## config.mk

```make
export PLATFORM = sky130hd
export DESIGN_NAME = onehot_dispatch_decoder
export DESIGN_NICKNAME = d
export VERILOG_FILES = /design/src/rtl/dispatch_pkg.sv /design/src/rtl/code_fifo.sv /design/src/rtl/onehot_dispatch_decoder.sv
export SDC_FILE = /design/constraint.sdc
export NUM_CORES = 1
export LEC_CHECK = 0
export ABC_AREA = 1
export CORE_MARGIN = 2
export CORE_UTILIZATION = 52
export DETAILED_ROUTE_END_ITERATION = 10
export PLACE_DENSITY = 0.84
export SKIP_CTS_REPAIR_TIMING = 1
export SLEW_MARGIN = 10
export SYNTH_ARGS = -nofsm -noshare
export SYNTH_HDL_FRONTEND = slang
export SYNTH_SLANG_ARGS = --single-unit
```

## constraint.sdc

```tcl
create_clock -name clk -period 2.3 [get_ports clk]
set_input_delay 0.575 -clock clk [delete_from_list [all_inputs] [get_ports clk]]
set_output_delay 0.575 -clock clk [all_outputs]
set_load 0.01 [all_outputs]
```

## src/rtl/dispatch_pkg.sv

```systemverilog
// Shared types and helpers for the one-hot dispatch decoder.
package dispatch_pkg;

    localparam int DEF_CODE_W = 2;
    // Widest one-hot the helper can produce; limits CODE_W to 8.
    localparam int MAX_N      = 256;

    typedef enum logic {
        IDLE   = 1'b0,
        ACTIVE = 1'b1
    } state_t;

    function automatic logic [MAX_N-1:0] onehot(input logic [7:0] code);
        onehot = {{(MAX_N-1){1'b0}}, 1'b1} << code;
    endfunction

endpackage

```

## src/rtl/code_fifo.sv

```systemverilog
// Synchronous DEPTH x W FIFO with first-word-fall-through read; pushes while
// full and pops while empty are dropped internally.
module code_fifo
    import dispatch_pkg::*;
#(
    parameter  int W     = DEF_CODE_W,
    parameter  int DEPTH = 4,
    localparam int PW    = $clog2(DEPTH),
    localparam int CW    = PW + 1
) (
    input  logic          clk,
    input  logic          rst_n,
    input  logic          i_push,
    input  logic [W-1:0]  i_wdata,
    input  logic          i_pop,
    output logic [W-1:0]  o_rdata,
    output logic          o_full,
    output logic          o_empty,
    output logic [CW-1:0] o_count
);

    logic [W-1:0]  r_mem [DEPTH];
    logic [PW-1:0] r_wr_ptr;
    logic [PW-1:0] r_rd_ptr;
    logic [CW-1:0] r_count;
    logic          w_do_push;
    logic          w_do_pop;

    assign o_full    = (r_count == CW'(DEPTH));
    assign o_empty   = (r_count == '0);
    assign o_count   = r_count;
    assign o_rdata   = r_mem[r_rd_ptr];
    assign w_do_push = i_push & ~o_full;
    assign w_do_pop  = i_pop & ~o_empty;

    // Storage is not reset; the pointers alone define what is live.
    always_ff @(posedge clk) begin
        if (w_do_push) r_mem[r_wr_ptr] <= i_wdata;
    end

    always_ff @(posedge clk) begin
        if (!rst_n) begin
            r_wr_ptr <= '0;
            r_rd_ptr <= '0;
            r_count  <= '0;
        end else begin
            if (w_do_push) r_wr_ptr <= r_wr_ptr + PW'(1);
            if (w_do_pop)  r_rd_ptr <= r_rd_ptr + PW'(1);
            case ({w_do_push, w_do_pop})
                2'b10:   r_count <= r_count + CW'(1);
                2'b01:   r_count <= r_count - CW'(1);
                default: r_count <= r_count;
            endcase
        end
    end

endmodule

```

## src/rtl/onehot_dispatch_decoder.sv

```systemverilog
// Buffers encoded request codes and replays each as a held one-hot strobe until acked.
// Optional COALESCE_EN drops a push that repeats the newest still-buffered code.
module onehot_dispatch_decoder
    import dispatch_pkg::*;
#(
    parameter  int CODE_W = DEF_CODE_W,
    parameter  int DEPTH  = 4,
    localparam int N      = 1 << CODE_W,
    localparam int CW     = $clog2(DEPTH) + 1
) (
    input  logic              clk,
    input  logic              rst_n,
    input  logic              in_valid,
    input  logic [CODE_W-1:0] in_code,
    output logic              in_ready,
    output logic              out_valid,
    output logic [N-1:0]      out_onehot,
    input  logic              out_ack,
    output logic [CW-1:0]     fifo_count,
    output logic              busy
);

    state_t            r_state, w_state_nxt;
    logic              r_valid, w_valid_nxt;
    logic [N-1:0]      r_onehot, w_onehot_nxt;
    logic              w_full, w_empty;
    logic              w_accept, w_push, w_pop;
    logic [CODE_W-1:0] w_head;
    logic [CW-1:0]     w_count;

    assign w_accept = in_valid & ~w_full;

`ifdef COALESCE_EN
    logic [CODE_W-1:0] r_last_code;
    logic              w_tail_live;
    logic              w_dup;

    // The newest entry is only a coalesce target if it stays buffered past this
    // edge; once it is being popped into the output it no longer counts.
    assign w_tail_live = ~w_empty & ~(w_pop & (w_count == CW'(1)));
    assign w_dup       = w_tail_live & (in_code == r_last_code);
    assign w_push      = w_accept & ~w_dup;

    always_ff @(posedge clk) begin
        if (!rst_n)      r_last_code <= '0;
        else if (w_push) r_last_code <= in_code;
    end
`else
    assign w_push = w_accept;
`endif

    code_fifo #(
        .W     (CODE_W),
        .DEPTH (DEPTH)
    ) u_fifo (
        .clk     (clk),
        .rst_n   (rst_n),
        .i_push  (w_push),
        .i_wdata (in_code),
        .i_pop   (w_pop),
        .o_rdata (w_head),
        .o_full  (w_full),
        .o_empty (w_empty),
        .o_count (w_count)
    );

    always_comb begin
        w_state_nxt  = r_state;
        w_valid_nxt  = r_valid;
        w_onehot_nxt = r_onehot;
        w_pop        = 1'b0;
        case (r_state)
            IDLE: begin
                if (!w_empty) begin
                    w_pop        = 1'b1;
                    w_state_nxt  = ACTIVE;
                    w_valid_nxt  = 1'b1;
                    w_onehot_nxt = N'(onehot(8'(w_head)));
                end
            end
            ACTIVE: begin
                if (out_ack) begin
                    if (!w_empty) begin
                        w_pop        = 1'b1;
                        w_onehot_nxt = N'(onehot(8'(w_head)));
                    end else begin
                        w_state_nxt  = IDLE;
                        w_valid_nxt  = 1'b0;
                        w_onehot_nxt = '0;
                    end
                end
            end
            default: begin
                w_state_nxt  = IDLE;
                w_valid_nxt  = 1'b0;
                w_onehot_nxt = '0;
            end
        endcase
    end

    always_ff @(posedge clk) begin
        if (!rst_n) begin
            r_state  <= IDLE;
            r_valid  <= 1'b0;
            r_onehot <= '0;
        end else begin
            r_state  <= w_state_nxt;
            r_valid  <= w_valid_nxt;
            r_onehot <= w_onehot_nxt;
        end
    end

    assign in_ready   = ~w_full;
    assign out_valid  = r_valid;
    assign out_onehot = r_onehot;
    assign fifo_count = w_count;
    assign busy       = r_valid | ~w_empty;

    a_onehot:    assert property (@(posedge clk) disable iff (!rst_n) r_valid |-> $onehot(r_onehot));
    a_idle_zero: assert property (@(posedge clk) disable iff (!rst_n) !r_valid |-> (r_onehot == '0));
    a_hold:      assert property (@(posedge clk) disable iff (!rst_n)
                                  (r_valid && !out_ack) |=> (r_valid && $stable(r_onehot)));

endmodule
```

==> results by group <==
Status
  • Status: completed

CTS
  • H-tree depth: 1
  • Max Root-Sink Buffers: 2
  • Clk_lat worst skew: a little over 0.3 ns
  • CTS tree: built
  • CTS sink cnt: 23
  • Num CTS Buffers: 3
  • Cell at the root of the clock tree: clkbuf_4
  • Worst-path clk slew: around 0.12 ns

Power
  • Leakage: roughly 0.55 nW
  • VDD IR max: between 0.0008 and 0.0009 V
  • Pwr dens: between 1000 and 1500 nW/um^2

STA
  • Fin worst setup slack: ~0.14 ns
  • F_max: 463 MHz
  • Final Skew: between 0.004 and 0.005 ns
  • Slew Limit Headroom: roughly four fifths
  • Worst-Margin Slew: between 0.2 and 0.3 ns
  • Max Slew Vio Count: 0
  • Period minus WS final: about 2.2 ns
  • Setup violators final: 0
  • Hold Violations, Final: 0
  • Final period utilization: a little over nine tenths
  • RSZ-0062 raised after global routing: no

Yosys
  • Mapped cell area: about 1100 sq um
  • Post-synth ARST share: 0%
  • Area leader, netlist: dfxtp_1
  • Synth cell types: 21
  • Average size of a mapped cell: 8.87 sq um
  • Most numerous cell in the Yosys netlist: nand2_1
  • Flops & latches, synth: 23
  • Post-synth top area share: between 20% and 30%
  • Synth warn: 0
  • Syn nets: 134
  • Dominant synthesized flop cell: dfxtp_1
  • Top post-synthesis cells by count: nand2_1, dfxtp_1, inv_1
  • Post-synth EDFFs: 8
  • Top cells by area, synth: dfxtp_1, edfxtp_1, nand2_1
  • Cells after synthesis: 122
  • Sequential fraction of the synthesis area: between 40 and 50%

Cells and area
  • Share of layout cells above drive strength 1: approximately 15%
  • Cell Count, Final, Fillers Out: between 150 and 200
  • Layout area overhead: 21.5%
  • Nets@finish: approximately 160
  • Ant. Diodes: 0

Routing
  • Antenna Nets Post-Route: 0
  • Vias per cell: 4.89
  • DRC viols: 0
  • WL final: roughly 1.9 mm
  • DRT Pass-1 Iters: 4
  • DR iter-0 viols: 8
  • Average wire per standard cell: roughly 11 microns
  • Vias: 836

Global route
  • First-pass GRT wire length: roughly 3.2 mm
  • Number of global-route vias before repair: between 800 and 900
  • Initial antenna violation count: 0
  • GRT Total Usage: 16.7%
  • Remaining Overflow, GRT: 0
  • Largest net degree at the start of global routing: 13

Placement
  • Setup slack at placement: -0.109 ns
  • Placed Cells: between 150 and 200
  • Routability cong.: 0.772
  • Post-DP HPWL: between 1.5 and 2 mm
  • Number of buffers added on ports: 15

Die
  • Die area: about 2500 sq um
  • Chip width: between 40 and 50 microns
  • Core footprint: about 2000 sq um
  • Row Count: 16
  • Initial Utilization: around 55%
  • Die Y: 49.6 microns
  • I/O pin count: 16

Worst setup path
  • Crit path depth: 4
  • Delay-heaviest family, CP: buffers and inverters
  • Reg2Reg Capture Point: u_fifo.o_count[2]
  • R2R cell count: 12
  • Critical Path Sink: busy
  • Slowest CP cell: clkdlybuf4s50_1
  • Critical path launch point type: flop
  • Crit path kind: flop to primary output
  • Crit path buf inv count: 2
  • Setup crit end kind: primary output
  • R2r setup slk: between 0.5 and 0.6 ns
  • Crit path cell chain: inv_2 -> nand3_4 -> or2_1 -> clkdlybuf4s50_1
  • Worst Path Arrival: approximately 1.6 ns
  • Largest incremental delay on the critical path: 0.48 ns
  • Worst Setup SP: u_fifo.o_count[0]
  • Worst EP required: 1.73 ns
  • RR Startpoint: u_fifo.o_count[2]
  • CP max FO: 5

Run
  • Max Cap Viol: 0

Worst hold path
  • HP Class: flop to flop
-- cells by family after synthesis --
logic type,count (synthesis),share of synthesized area [%]
adder cells (fa/ha/maj),6,7.63
AO/OA/AOI/OAI,22,10.9
XOR/XNOR,1,0.809
buffers and inverters,19,6.82
flip-flops,23,49.9
AND/OR/NAND/NOR,51,23.9
-- how the worst min path moves through the flow --
stage / start / endpoint / slack [ns] / cells after the start
floorplan: u_fifo.r_rd_ptr[1] / flop / 0.47 / 2
global placement: out_onehot[2] / out_onehot[2] / 0.47 / 2
detailed placement: out_onehot[3] / out_onehot[3] / 0.48 / 2
CTS: out_onehot[3] / out_onehot[3] / 0.49 / 2
global route: out_onehot[1] / out_onehot[1] / 0.53 / 2
finish: out_onehot[3] / out_onehot[3] / 0.49 / 2
-- metal layers --
layer	global-route usage [%]	part of all wire, %	vias up
li1	-	-	442
met1	18.6	43	378
met2	30.9	54	13
met3	3.94	2.9	3
met4	5.09	0.88	0
met5	0	0	-
-- final cells by class --
cell class / count / area, sq um
Fill cell: 176 / 647
Sequential cell: 23 / 541
Multi-Input combinational cell: 80 / 468
Timing Repair Buffer: 18 / 173
Inverter: 19 / 73.8
Tap cell: 27 / 33.8
Clock buffer: 4 / 26.3
-- report_power, final --
group | switching [mW] | total (mW) | internal, mW | leakage (nW)
Sequential | 0.0954 | 0.630 | 0.534 | 0.197
Clock | 0.118 | 0.185 | 0.0678 | 0.0150
Combinational | 0.472 | 0.847 | 0.375 | 0.343
-- worst reg2reg max path, cell delays in order, from the launching register on --
cell,delay (ns)
dfxtp_1,0.41
inv_2,0.08
nand3_4,0.11
inv_4,0.05
nor2_8,0.08
ha_1,0.15
inv_1,0.06
fa_1,0.37
a21oi_1,0.14
o21ai_1,0.09
nand2_1,0.06
nand2_1,0.04
nor2_1,0.08
-- state kept, by name, indices dropped and copies added (netlist names), named ones only --
name,count
u_fifo.r_wr_ptr,2
out_onehot,4
out_valid,1
u_fifo.r_rd_ptr,2
u_fifo.o_count,3
r_state,1
u_fifo.r_mem,8
-- cell usage in the layout (no fill, tap or decap), drive strengths merged, types with 3 or more instances in the layout --
master	instances
clkdlybuf4s50	15
ha	5
nand3	15
nor2	8
o21ai	9
dfxtp	15
clkbuf	4
inv	19
nand2	27
buf	3
edfxtp	8
a21oi	13
-- per-stage QoR --
| stage | hold slack [ns] | TNS, ns | cell area [sq um] | power [mW] | util (%) |
|---|---|---|---|---|---|
| 3_5_place_dp | 0.478 | -0.117 | 1290 | 1.49 | 65.7 |
| 3_3_place_gp | 0.470 | -0.0323 | 1290 | 1.44 | 65.7 |
| 2_1_floorplan | 0.469 | 0 | 1080 | 1.17 | - |
| 6_report | 0.492 | 0 | 1320 | 1.66 | 67.0 |
| 4_1_cts | 0.495 | 0 | 1320 | 1.67 | 67.0 |
| 5_1_grt | 0.528 | 0 | 1320 | 1.79 | 67.0 |
No activity file was read; power rests on OpenSTA's default activity.
